`src/rtl/sim_memory_pkg.sv`:
```
// Shared definitions for the simulation memory arbiter: requester IDs, tag depth defaults,
// access-order encoding and the request record held in the output register.
package sim_memory_pkg;

    localparam int unsigned REQ_ID_W            = 1;
    localparam int unsigned TAG_DEPTH_DEFAULT   = 8;
    localparam int unsigned TAG_DEPTH_N_DEFAULT = 3;

    typedef enum logic [1:0] {
        OrderByte = 2'b00,
        OrderHalf = 2'b01,
        OrderWord = 2'b10,
        OrderNone = 2'b11
    } order_e;

    typedef logic [REQ_ID_W-1:0] req_id_t;

    typedef struct packed {
        logic [1:0]  order;
        logic [3:0]  mask;
        logic        rw;
        logic [31:0] addr;
        logic [31:0] data;
    } mem_req_t;

endpackage

```
`src/rtl/sim_memory_arbiter_if.sv`:
```
// Requester and memory-side bus of the simulation memory arbiter.
// slave: arbiter view; master: view of the requesters and memory model together.
interface sim_memory_arbiter_if;

    logic        iP0_REQ;
    logic [1:0]  iP0_ORDER;
    logic [3:0]  iP0_MASK;
    logic        iP0_RW;
    logic [31:0] iP0_ADDR;
    logic [31:0] iP0_DATA;
    logic        iP0_LOCK;
    logic        oP0_LOCK;
    logic        oP0_VALID;
    logic [63:0] oP0_DATA;

    logic        iP1_REQ;
    logic [1:0]  iP1_ORDER;
    logic [3:0]  iP1_MASK;
    logic        iP1_RW;
    logic [31:0] iP1_ADDR;
    logic [31:0] iP1_DATA;
    logic        iP1_LOCK;
    logic        oP1_LOCK;
    logic        oP1_VALID;
    logic [63:0] oP1_DATA;

    logic        oMEM_REQ;
    logic [1:0]  oMEM_ORDER;
    logic [3:0]  oMEM_MASK;
    logic        oMEM_RW;
    logic [31:0] oMEM_ADDR;
    logic [31:0] oMEM_DATA;
    logic        oMEM_LOCK;
    logic        iMEM_LOCK;
    logic        iMEM_VALID;
    logic [63:0] iMEM_DATA;

    modport slave (
        input  iP0_REQ, iP0_ORDER, iP0_MASK, iP0_RW, iP0_ADDR, iP0_DATA, iP0_LOCK,
        input  iP1_REQ, iP1_ORDER, iP1_MASK, iP1_RW, iP1_ADDR, iP1_DATA, iP1_LOCK,
        output oP0_LOCK, oP0_VALID, oP0_DATA, oP1_LOCK, oP1_VALID, oP1_DATA,
        output oMEM_REQ, oMEM_ORDER, oMEM_MASK, oMEM_RW, oMEM_ADDR, oMEM_DATA, oMEM_LOCK,
        input  iMEM_LOCK, iMEM_VALID, iMEM_DATA
    );

    modport master (
        output iP0_REQ, iP0_ORDER, iP0_MASK, iP0_RW, iP0_ADDR, iP0_DATA, iP0_LOCK,
        output iP1_REQ, iP1_ORDER, iP1_MASK, iP1_RW, iP1_ADDR, iP1_DATA, iP1_LOCK,
        input  oP0_LOCK, oP0_VALID, oP0_DATA, oP1_LOCK, oP1_VALID, oP1_DATA,
        input  oMEM_REQ, oMEM_ORDER, oMEM_MASK, oMEM_RW, oMEM_ADDR, oMEM_DATA, oMEM_LOCK,
        output iMEM_LOCK, iMEM_VALID, iMEM_DATA
    );

endinterface

```
`src/rtl/sim_memory_arbiter_tag_fifo.sv`:
```
// Tag FIFO recording which requester owns each outstanding read, oldest at the head.
// Pushes while full and pops while empty are ignored.
module sim_memory_arbiter_tag_fifo
    import sim_memory_pkg::*;
#(
    parameter int unsigned P_DEPTH   = TAG_DEPTH_DEFAULT,
    parameter int unsigned P_DEPTH_N = TAG_DEPTH_N_DEFAULT
) (
    input  logic               iCLOCK,
    input  logic               iRESET_SYNC,
    input  logic               iPUSH,
    input  req_id_t            iPUSH_DATA,
    input  logic               iPOP,
    output req_id_t            oHEAD,
    output logic [P_DEPTH_N:0] oCOUNT,
    output logic               oFULL,
    output logic               oEMPTY
);

    req_id_t              mem_q [P_DEPTH];
    logic [P_DEPTH_N-1:0] wr_ptr_q, wr_ptr_d;
    logic [P_DEPTH_N-1:0] rd_ptr_q, rd_ptr_d;
    logic [P_DEPTH_N:0]   count_q, count_d;
    logic                 do_push, do_pop;

    // Explicit wrap so a non-power-of-two depth still works.
    function automatic logic [P_DEPTH_N-1:0] next_ptr(input logic [P_DEPTH_N-1:0] ptr);
        return (ptr == P_DEPTH_N'(P_DEPTH - 1)) ? '0 : ptr + P_DEPTH_N'(1);
    endfunction

    assign oFULL   = (count_q == (P_DEPTH_N + 1)'(P_DEPTH));
    assign oEMPTY  = (count_q == '0);
    assign oCOUNT  = count_q;
    assign oHEAD   = mem_q[rd_ptr_q];
    assign do_push = iPUSH && !oFULL;
    assign do_pop  = iPOP && !oEMPTY;

    always_comb begin
        wr_ptr_d = wr_ptr_q;
        rd_ptr_d = rd_ptr_q;
        count_d  = count_q + (P_DEPTH_N + 1)'(do_push) - (P_DEPTH_N + 1)'(do_pop);
        if (do_push) begin
            wr_ptr_d = next_ptr(wr_ptr_q);
        end
        if (do_pop) begin
            rd_ptr_d = next_ptr(rd_ptr_q);
        end
    end

    always_ff @(posedge iCLOCK) begin
        if (iRESET_SYNC) begin
            wr_ptr_q <= '0;
            rd_ptr_q <= '0;
            count_q  <= '0;
            for (int i = 0; i < int'(P_DEPTH); i++) begin
                mem_q[i] <= '0;
            end
        end else begin
            wr_ptr_q <= wr_ptr_d;
            rd_ptr_q <= rd_ptr_d;
            count_q  <= count_d;
            if (do_push) begin
                mem_q[wr_ptr_q] <= iPUSH_DATA;
            end
        end
    end

endmodule

```
`src/rtl/sim_memory_arbiter.sv`:
```
// Two-port arbiter in front of the simulation memory model: one output register, in-order
// response routing via a tag FIFO. Define SIM_MEMORY_ARBITER_FIXED_PRIORITY_EN for P0 priority.
module sim_memory_arbiter
    import sim_memory_pkg::*;
#(
    parameter int unsigned P_TAG_DEPTH   = TAG_DEPTH_DEFAULT,
    parameter int unsigned P_TAG_DEPTH_N = TAG_DEPTH_N_DEFAULT
) (
    input  logic                 iCLOCK,
    input  logic                 iRESET_SYNC,
    sim_memory_arbiter_if.slave  bus,
    output logic                 oERR
);

    mem_req_t               out_q, out_d;
    logic                   req_q, req_d;
    logic                   err_q, err_d;
    logic                   can_take;
    logic                   elig0, elig1;
    logic                   gnt0, gnt1;
    logic                   accept;
    mem_req_t               p0_req, p1_req, sel_req;
    logic                   tag_push, tag_pop;
    logic                   tag_full, tag_empty;
    req_id_t                tag_head;
    logic [P_TAG_DEPTH_N:0] tag_count;

    assign p0_req = '{order: bus.iP0_ORDER, mask: bus.iP0_MASK, rw: bus.iP0_RW,
                      addr: bus.iP0_ADDR, data: bus.iP0_DATA};
    assign p1_req = '{order: bus.iP1_ORDER, mask: bus.iP1_MASK, rw: bus.iP1_RW,
                      addr: bus.iP1_ADDR, data: bus.iP1_DATA};

    // Empty, or retiring this cycle.
    assign can_take = !req_q || !bus.iMEM_LOCK;
    assign elig0    = !iRESET_SYNC && bus.iP0_REQ && can_take && (bus.iP0_RW || !tag_full);
    assign elig1    = !iRESET_SYNC && bus.iP1_REQ && can_take && (bus.iP1_RW || !tag_full);

`ifdef SIM_MEMORY_ARBITER_FIXED_PRIORITY_EN
    assign gnt0 = elig0;
    assign gnt1 = elig1 && !elig0;
`else
    logic last_q;  // 1 when port 1 was granted most recently

    assign gnt0 = elig0 && (!elig1 || last_q);
    assign gnt1 = elig1 && (!elig0 || !last_q);

    always_ff @(posedge iCLOCK) begin
        if (iRESET_SYNC) begin
            last_q <= 1'b1;
        end else if (gnt0 || gnt1) begin
            last_q <= gnt1;
        end
    end
`endif

    assign accept   = gnt0 || gnt1;
    assign sel_req  = gnt1 ? p1_req : p0_req;
    assign tag_push = accept && !sel_req.rw;
    assign tag_pop  = bus.iMEM_VALID;

    always_comb begin
        req_d = req_q;
        out_d = out_q;
        err_d = err_q;
        if (accept) begin
            req_d = 1'b1;
            out_d = sel_req;
        end else if (req_q && !bus.iMEM_LOCK) begin
            req_d = 1'b0;
        end
        if ((bus.iMEM_VALID && tag_empty) ||
            (tag_push && (tag_count == (P_TAG_DEPTH_N + 1)'(P_TAG_DEPTH)))) begin
            err_d = 1'b1;
        end
    end

    always_ff @(posedge iCLOCK) begin
        if (iRESET_SYNC) begin
            req_q <= 1'b0;
            out_q <= '0;
            err_q <= 1'b0;
        end else begin
            req_q <= req_d;
            out_q <= out_d;
            err_q <= err_d;
        end
    end

    sim_memory_arbiter_tag_fifo #(
        .P_DEPTH   (P_TAG_DEPTH),
        .P_DEPTH_N (P_TAG_DEPTH_N)
    ) u_tag_fifo (
        .iCLOCK      (iCLOCK),
        .iRESET_SYNC (iRESET_SYNC),
        .iPUSH       (tag_push),
        .iPUSH_DATA  (req_id_t'(gnt1)),
        .iPOP        (tag_pop),
        .oHEAD       (tag_head),
        .oCOUNT      (tag_count),
        .oFULL       (tag_full),
        .oEMPTY      (tag_empty)
    );

    assign bus.oP0_LOCK   = !gnt0;
    assign bus.oP1_LOCK   = !gnt1;
    assign bus.oP0_VALID  = !iRESET_SYNC && bus.iMEM_VALID && !tag_empty && (tag_head == 1'b0);
    assign bus.oP1_VALID  = !iRESET_SYNC && bus.iMEM_VALID && !tag_empty && (tag_head == 1'b1);
    assign bus.oP0_DATA   = bus.iMEM_DATA;
    assign bus.oP1_DATA   = bus.iMEM_DATA;

    assign bus.oMEM_REQ   = req_q;
    assign bus.oMEM_ORDER = out_q.order;
    assign bus.oMEM_MASK  = out_q.mask;
    assign bus.oMEM_RW    = out_q.rw;
    assign bus.oMEM_ADDR  = out_q.addr;
    assign bus.oMEM_DATA  = out_q.data;
    // Memory may only return data when the head owner can take it.
    assign bus.oMEM_LOCK  = tag_empty ? 1'b1 : (tag_head[0] ? bus.iP1_LOCK : bus.iP0_LOCK);

    assign oERR = err_q;

endmodule

```
`src/flat_wrapper.sv`:
```
// flat-port wrapper written by rule: the top's interface ports become plain ports
module sim_memory_arbiter_flat import sim_memory_pkg::*;
#(
    parameter int unsigned P_TAG_DEPTH   = TAG_DEPTH_DEFAULT,
    parameter int unsigned P_TAG_DEPTH_N = TAG_DEPTH_N_DEFAULT
)
  (iCLOCK, iRESET_SYNC, oERR, bus_iP0_REQ, bus_iP0_ORDER, bus_iP0_MASK, bus_iP0_RW, bus_iP0_ADDR, bus_iP0_DATA, bus_iP0_LOCK, bus_iP1_REQ, bus_iP1_ORDER, bus_iP1_MASK, bus_iP1_RW, bus_iP1_ADDR, bus_iP1_DATA, bus_iP1_LOCK, bus_oP0_LOCK, bus_oP0_VALID, bus_oP0_DATA, bus_oP1_LOCK, bus_oP1_VALID, bus_oP1_DATA, bus_oMEM_REQ, bus_oMEM_ORDER, bus_oMEM_MASK, bus_oMEM_RW, bus_oMEM_ADDR, bus_oMEM_DATA, bus_oMEM_LOCK, bus_iMEM_LOCK, bus_iMEM_VALID, bus_iMEM_DATA);
  sim_memory_arbiter_if bus_i ();
  input  logic iCLOCK;
  input  logic iRESET_SYNC;
  output logic oERR;
  input wire logic [$bits(bus_i.iP0_REQ)-1:0] bus_iP0_REQ;
  input wire logic [$bits(bus_i.iP0_ORDER)-1:0] bus_iP0_ORDER;
  input wire logic [$bits(bus_i.iP0_MASK)-1:0] bus_iP0_MASK;
  input wire logic [$bits(bus_i.iP0_RW)-1:0] bus_iP0_RW;
  input wire logic [$bits(bus_i.iP0_ADDR)-1:0] bus_iP0_ADDR;
  input wire logic [$bits(bus_i.iP0_DATA)-1:0] bus_iP0_DATA;
  input wire logic [$bits(bus_i.iP0_LOCK)-1:0] bus_iP0_LOCK;
  input wire logic [$bits(bus_i.iP1_REQ)-1:0] bus_iP1_REQ;
  input wire logic [$bits(bus_i.iP1_ORDER)-1:0] bus_iP1_ORDER;
  input wire logic [$bits(bus_i.iP1_MASK)-1:0] bus_iP1_MASK;
  input wire logic [$bits(bus_i.iP1_RW)-1:0] bus_iP1_RW;
  input wire logic [$bits(bus_i.iP1_ADDR)-1:0] bus_iP1_ADDR;
  input wire logic [$bits(bus_i.iP1_DATA)-1:0] bus_iP1_DATA;
  input wire logic [$bits(bus_i.iP1_LOCK)-1:0] bus_iP1_LOCK;
  output wire logic [$bits(bus_i.oP0_LOCK)-1:0] bus_oP0_LOCK;
  output wire logic [$bits(bus_i.oP0_VALID)-1:0] bus_oP0_VALID;
  output wire logic [$bits(bus_i.oP0_DATA)-1:0] bus_oP0_DATA;
  output wire logic [$bits(bus_i.oP1_LOCK)-1:0] bus_oP1_LOCK;
  output wire logic [$bits(bus_i.oP1_VALID)-1:0] bus_oP1_VALID;
  output wire logic [$bits(bus_i.oP1_DATA)-1:0] bus_oP1_DATA;
  output wire logic [$bits(bus_i.oMEM_REQ)-1:0] bus_oMEM_REQ;
  output wire logic [$bits(bus_i.oMEM_ORDER)-1:0] bus_oMEM_ORDER;
  output wire logic [$bits(bus_i.oMEM_MASK)-1:0] bus_oMEM_MASK;
  output wire logic [$bits(bus_i.oMEM_RW)-1:0] bus_oMEM_RW;
  output wire logic [$bits(bus_i.oMEM_ADDR)-1:0] bus_oMEM_ADDR;
  output wire logic [$bits(bus_i.oMEM_DATA)-1:0] bus_oMEM_DATA;
  output wire logic [$bits(bus_i.oMEM_LOCK)-1:0] bus_oMEM_LOCK;
  input wire logic [$bits(bus_i.iMEM_LOCK)-1:0] bus_iMEM_LOCK;
  input wire logic [$bits(bus_i.iMEM_VALID)-1:0] bus_iMEM_VALID;
  input wire logic [$bits(bus_i.iMEM_DATA)-1:0] bus_iMEM_DATA;
  assign bus_i.iP0_REQ = bus_iP0_REQ;
  assign bus_i.iP0_ORDER = bus_iP0_ORDER;
  assign bus_i.iP0_MASK = bus_iP0_MASK;
  assign bus_i.iP0_RW = bus_iP0_RW;
  assign bus_i.iP0_ADDR = bus_iP0_ADDR;
  assign bus_i.iP0_DATA = bus_iP0_DATA;
  assign bus_i.iP0_LOCK = bus_iP0_LOCK;
  assign bus_i.iP1_REQ = bus_iP1_REQ;
  assign bus_i.iP1_ORDER = bus_iP1_ORDER;
  assign bus_i.iP1_MASK = bus_iP1_MASK;
  assign bus_i.iP1_RW = bus_iP1_RW;
  assign bus_i.iP1_ADDR = bus_iP1_ADDR;
  assign bus_i.iP1_DATA = bus_iP1_DATA;
  assign bus_i.iP1_LOCK = bus_iP1_LOCK;
  assign bus_oP0_LOCK = bus_i.oP0_LOCK;
  assign bus_oP0_VALID = bus_i.oP0_VALID;
  assign bus_oP0_DATA = bus_i.oP0_DATA;
  assign bus_oP1_LOCK = bus_i.oP1_LOCK;
  assign bus_oP1_VALID = bus_i.oP1_VALID;
  assign bus_oP1_DATA = bus_i.oP1_DATA;
  assign bus_oMEM_REQ = bus_i.oMEM_REQ;
  assign bus_oMEM_ORDER = bus_i.oMEM_ORDER;
  assign bus_oMEM_MASK = bus_i.oMEM_MASK;
  assign bus_oMEM_RW = bus_i.oMEM_RW;
  assign bus_oMEM_ADDR = bus_i.oMEM_ADDR;
  assign bus_oMEM_DATA = bus_i.oMEM_DATA;
  assign bus_oMEM_LOCK = bus_i.oMEM_LOCK;
  assign bus_i.iMEM_LOCK = bus_iMEM_LOCK;
  assign bus_i.iMEM_VALID = bus_iMEM_VALID;
  assign bus_i.iMEM_DATA = bus_iMEM_DATA;
  sim_memory_arbiter #(.P_TAG_DEPTH(P_TAG_DEPTH), .P_TAG_DEPTH_N(P_TAG_DEPTH_N)) u_core (.iCLOCK(iCLOCK), .iRESET_SYNC(iRESET_SYNC), .bus(bus_i), .oERR(oERR));
endmodule
```
`config.mk`:
```
export PLATFORM = sky130hd
export DESIGN_NAME = sim_memory_arbiter_flat
export DESIGN_NICKNAME = d
export VERILOG_FILES = /design/src/rtl/sim_memory_pkg.sv /design/src/rtl/sim_memory_arbiter_if.sv /design/src/rtl/sim_memory_arbiter_tag_fifo.sv /design/src/rtl/sim_memory_arbiter.sv /design/src/flat_wrapper.sv
export SDC_FILE = /design/constraint.sdc
export NUM_CORES = 1
export LEC_CHECK = 0
export ABC_CLOCK_PERIOD_IN_PS = 3800
export BUFFER_PORTS_ARGS = -buffer_cell sky130_fd_sc_hd__buf_2
export CAP_MARGIN = 30
export CORE_AREA = 4 4 161 163
export DETAILED_ROUTE_END_ITERATION = 10
export DIE_AREA = 0 0 165 167
export MAX_ROUTING_LAYER = met4
export PLACE_DENSITY = 0.54
export SLEW_MARGIN = 5
export SYNTH_ARGS = -nofsm -noshare
export SYNTH_HDL_FRONTEND = slang
export SYNTH_SLANG_ARGS = --single-unit
export TNS_END_PERCENT = 5
```
`constraint.sdc`:
```
create_clock -name iCLOCK -period 3.8 [get_ports iCLOCK]
set_input_delay 0.38 -clock iCLOCK [delete_from_list [all_inputs] [get_ports iCLOCK]]
set_output_delay 0.38 -clock iCLOCK [all_outputs]
set_load 0.01 [all_outputs]
```
==> summary.txt <==
Run status
  • Run status: completed

Setup path
  • Crit-path cells: inv_1, ha_1, nor4b_2, or3_2, o21ai_1, buf_2
  • Worst path required time: 3.42 ns
  • Worst r2r path cells: 7
  • CP bufs+invs: 2
  • Critical setup path kind: flip-flop to output pin
  • Max FO, Critical Path: 37
  • Kind of start point of the critical path: flip-flop
  • Crit path capture type: output pin
  • CP arrival: 2.43 ns
  • Crit-path max cell delay: around 0.8 ns
  • Worst path depth: 6
  • CP top delay family: simple AND/OR/NAND/NOR gates
  • Slowest cell on crit path: or3_2

Floorplan
  • Die Span Y: 167 µm
  • Initial Utilization: 23.31%
  • IO Pins: 420
  • Die X: 165 µm
  • Core box area: 0.02432 mm²
  • Row Count: 57
  • Die area: between 0.02 and 0.03 mm²

Route
  • Met3 wire length: 1.367 mm
  • DR vias: around 5200
  • Vias per cell: 4.923
  • Top Metal Used: met4
  • Per-cell routed wire length: 17.92 µm
  • WL final: 19.02 mm
  • DRT Pass-1 Iters: 4
  • Metal2 WL: 8.865 mm
  • Routed metal-1 wirelength: 8.170 mm
  • Antenna Nets Post-Route: 0
  • # DRC: 0
  • Iteration-0 DRC Markers: slightly above 300

Job
  • Max-cap violations: 0

Placed design
  • Post-DP HPWL: 12.78 mm
  • Cells after DPL: ~1000
  • RD Place Congestion: around 0.74
  • Port buffer count: 227
  • Pre-CTS setup slack: 0.9884 ns

Cells and area
  • Ant diodes: 0
  • Layout cell share with drive strength beyond 1: about 37%
  • Nets: 957
  • Area growth, synth to finish: 12.89%
  • Non-Filler Instances: 1061
  • Most common cell after layout, fill and taps aside: buf_2
  • FILL cells: 2711
  • Most frequent cells in the layout: buf_2 (226), nor3_1 (139), dfxtp_1 (87), nor4_1 (70), a211oi_1 (69)

Power
  • Pwr dens: 491.5 mW/mm²
  • VDD IR max: 0.0001955 V
  • Leakage: 2.571 nW

Global route
  • First-pass GRT wire length: 28.86 mm
  • Largest net degree at the start of global routing: 89
  • GRT Resource Usage Total: 13.51%
  • Grt total ovfl: 0
  • Vias in the first global route: between 5000 and 6000
  • Initial antenna violation count: 0

Logic synthesis
  • Dominant combinational cell family by area after synthesis: simple AND/OR/NAND/NOR gates
  • Async SR Flop Fraction: 0%
  • Top-area cell type share of the netlist area: between 30% and 40%
  • Most used DFF post-synth: dfxtp_1
  • Mux share of post-synthesis cell area: under 10%
  • Post-Synth Simple-Gate Area: about 25%
  • Yosys synthesis warning count: 0
  • Synth Area in Adders: under 10%
  • Xor and xnor area share after synthesis: less than 1%
  • Syn Area/Cell: 8.409 µm²
  • Synthesized netlist cell count: 674
  • Synth area leader: dfxtp_1
  • Seq/Total Area, Yosys: 34.97%
  • Number of enable flip-flop cells after synthesis: 8
  • Flops & latches, synth: 95
  • Complex-gate fraction of the synthesized area: 12.23%
  • Syn_nets: 899
  • Post-synthesis cell type count: 45
  • Synth top area cells: dfxtp_1 (31%), buf_4 (17%), nor3_1 (12%), a211oi_1 (9.1%), nor4_1 (7.7%)
  • Cell Area, Synth: 0.005668 mm²

Worst hold path
  • Hold depth: 2
  • Min-Delay Path Class: input pin to flip-flop

STA
  • Setup Skew: roughly 0.0073 ns
  • Max Fclk: around 360 MHz
  • Tightest Pin Transition: 0.8484 ns
  • Final Slew Violations: 0
  • Fin. Hold Viols: 0
  • RSZ-0062 raised after global routing: no
  • Setup ws final: 0.9931 ns
  • Setup violations, final: 0
  • Setup TNS: 0 ns
  • Tmin final: 2.807 ns
  • Slew headroom: 43.44%
  • Period utilisation layout: 73.87%

Clock tree
  • Worst-path clk slew: 0.08 ns
  • Skew-Pair Late Insertion Delay: 0.35 ns
  • CTS tree: yes
  • CTS Buffer Depth: 2
  • Clock Sinks: 95
  • CTS HTree Levels: 3
  • Clock root buffer master: clkbuf_16
  • Hold Buf Count CTS: 0
  • Post_cts resized: 0
  • Setup repair bufs after CTS: 0
  • TritonCTS buffer count: 9
[final cells by class]
| type | instances | area [µm²] | share of cell area, % |
|---|---|---|---|
| clock buffer | 9 | 225.2 | 3.520 |
| clock inverter | 7 | 67.56 | 1.056 |
| tap | 324 | 405.4 | 6.336 |
| inverter | 12 | 45.04 | 0.7039 |
| sequential | 95 | 1982 | 30.97 |
| timing repair buffer | 240 | 1269 | 19.83 |
| multi-input combinational | 374 | 2405 | 37.58 |
[path summary, 6_finish.rpt]
kind | slack, ns | endpoint | from
max | 0.99 | bus_oP0_LOCK | u_core.u_tag_fifo.oCOUNT[2]
min | 0.31 | u_core.bus.oMEM_DATA[6] | bus_iP0_DATA[6]
max reg2reg | 1.09 | u_core.bus.oMEM_DATA[10] | u_core.u_tag_fifo.oCOUNT[2]
min reg2reg | 0.47 | u_core.oERR | u_core.oERR
[where the power goes]
group | switching [W] | total, W | leakage [nW] | internal [W]
Combinational | 0.000556 | 0.000954 | 1.63 | 0.000398
Clock | 0.000467 | 0.000926 | 0.133 | 0.000459
Sequential | 0.000105 | 0.00127 | 0.803 | 0.00116
[Yosys cell counts (all sizes together), types with 2 or more instances]
master	instances
inv	12
mux2i	2
nor2b	5
or3b	2
nand2	10
buf	156
edfxtp	8
nor2	15
a21oi	5
mux2	3
o211ai	2
or3	2
ha	10
o21ai	8
nor4b	2
a31oi	3
nand3	4
a21o	2
nor3	141
a211oi	69
nand4	2
clkbuf	37
nand3b	3
mux4	2
dfxtp	87
nor4	71
[metal layers]
layer / track usage (%) / vias up
met5: - / -
met4: 5.750 / 0
met3: 3.337 / 60
met2: 21.25 / 241
met1: 16.39 / 2449
li1: - / 2473
[kinds of logic (layout without fill, tap and decap cells)]
| group | Yosys count | count (layout) |
|---|---|---|
| AO/OA/AOI/OAI | 95 | 95 |
| flip-flops | 95 | 95 |
| XOR/XNOR | 2 | 2 |
| multiplexers | 7 | 7 |
| buffers and inverters | 205 | 268 |
| adder cells (fa/ha/maj) | 11 | 11 |
| AND/OR/NAND/NOR | 259 | 259 |
[registers in the layout (all words and copies together) (netlist names), named ones only]
signal / flops
u_core.u_tag_fifo.rd_ptr_q: 3
u_core.oERR: 1
u_core.last_q: 1
u_core.bus.oMEM_ADDR: 32
u_core.bus.oMEM_DATA: 32
u_core.u_tag_fifo.wr_ptr_q: 3
u_core.u_tag_fifo.oCOUNT: 4
u_core.bus.oMEM_MASK: 4
u_core.bus.oMEM_ORDER: 2
u_core.bus.oMEM_REQ: 1
u_core.bus.oMEM_RW: 1
u_core.u_tag_fifo.mem_q: 8
[stage by stage]
stage | instance area [µm²] | util (%) | hold slack, ns | power (W)
2_1_floorplan | 5668 | - | 0.4541 | 0.002020
3_3_place_gp | 6078 | 24.99 | 0.4481 | 0.002249
3_5_place_dp | 6078 | 24.99 | 0.4622 | 0.002251
4_1_cts | 6371 | 26.20 | 0.2837 | 0.003206
5_1_grt | 6399 | 26.31 | 0.2874 | 0.003365
6_report | 6399 | 26.31 | 0.3066 | 0.003145
(Power assumes the default switching activity.)
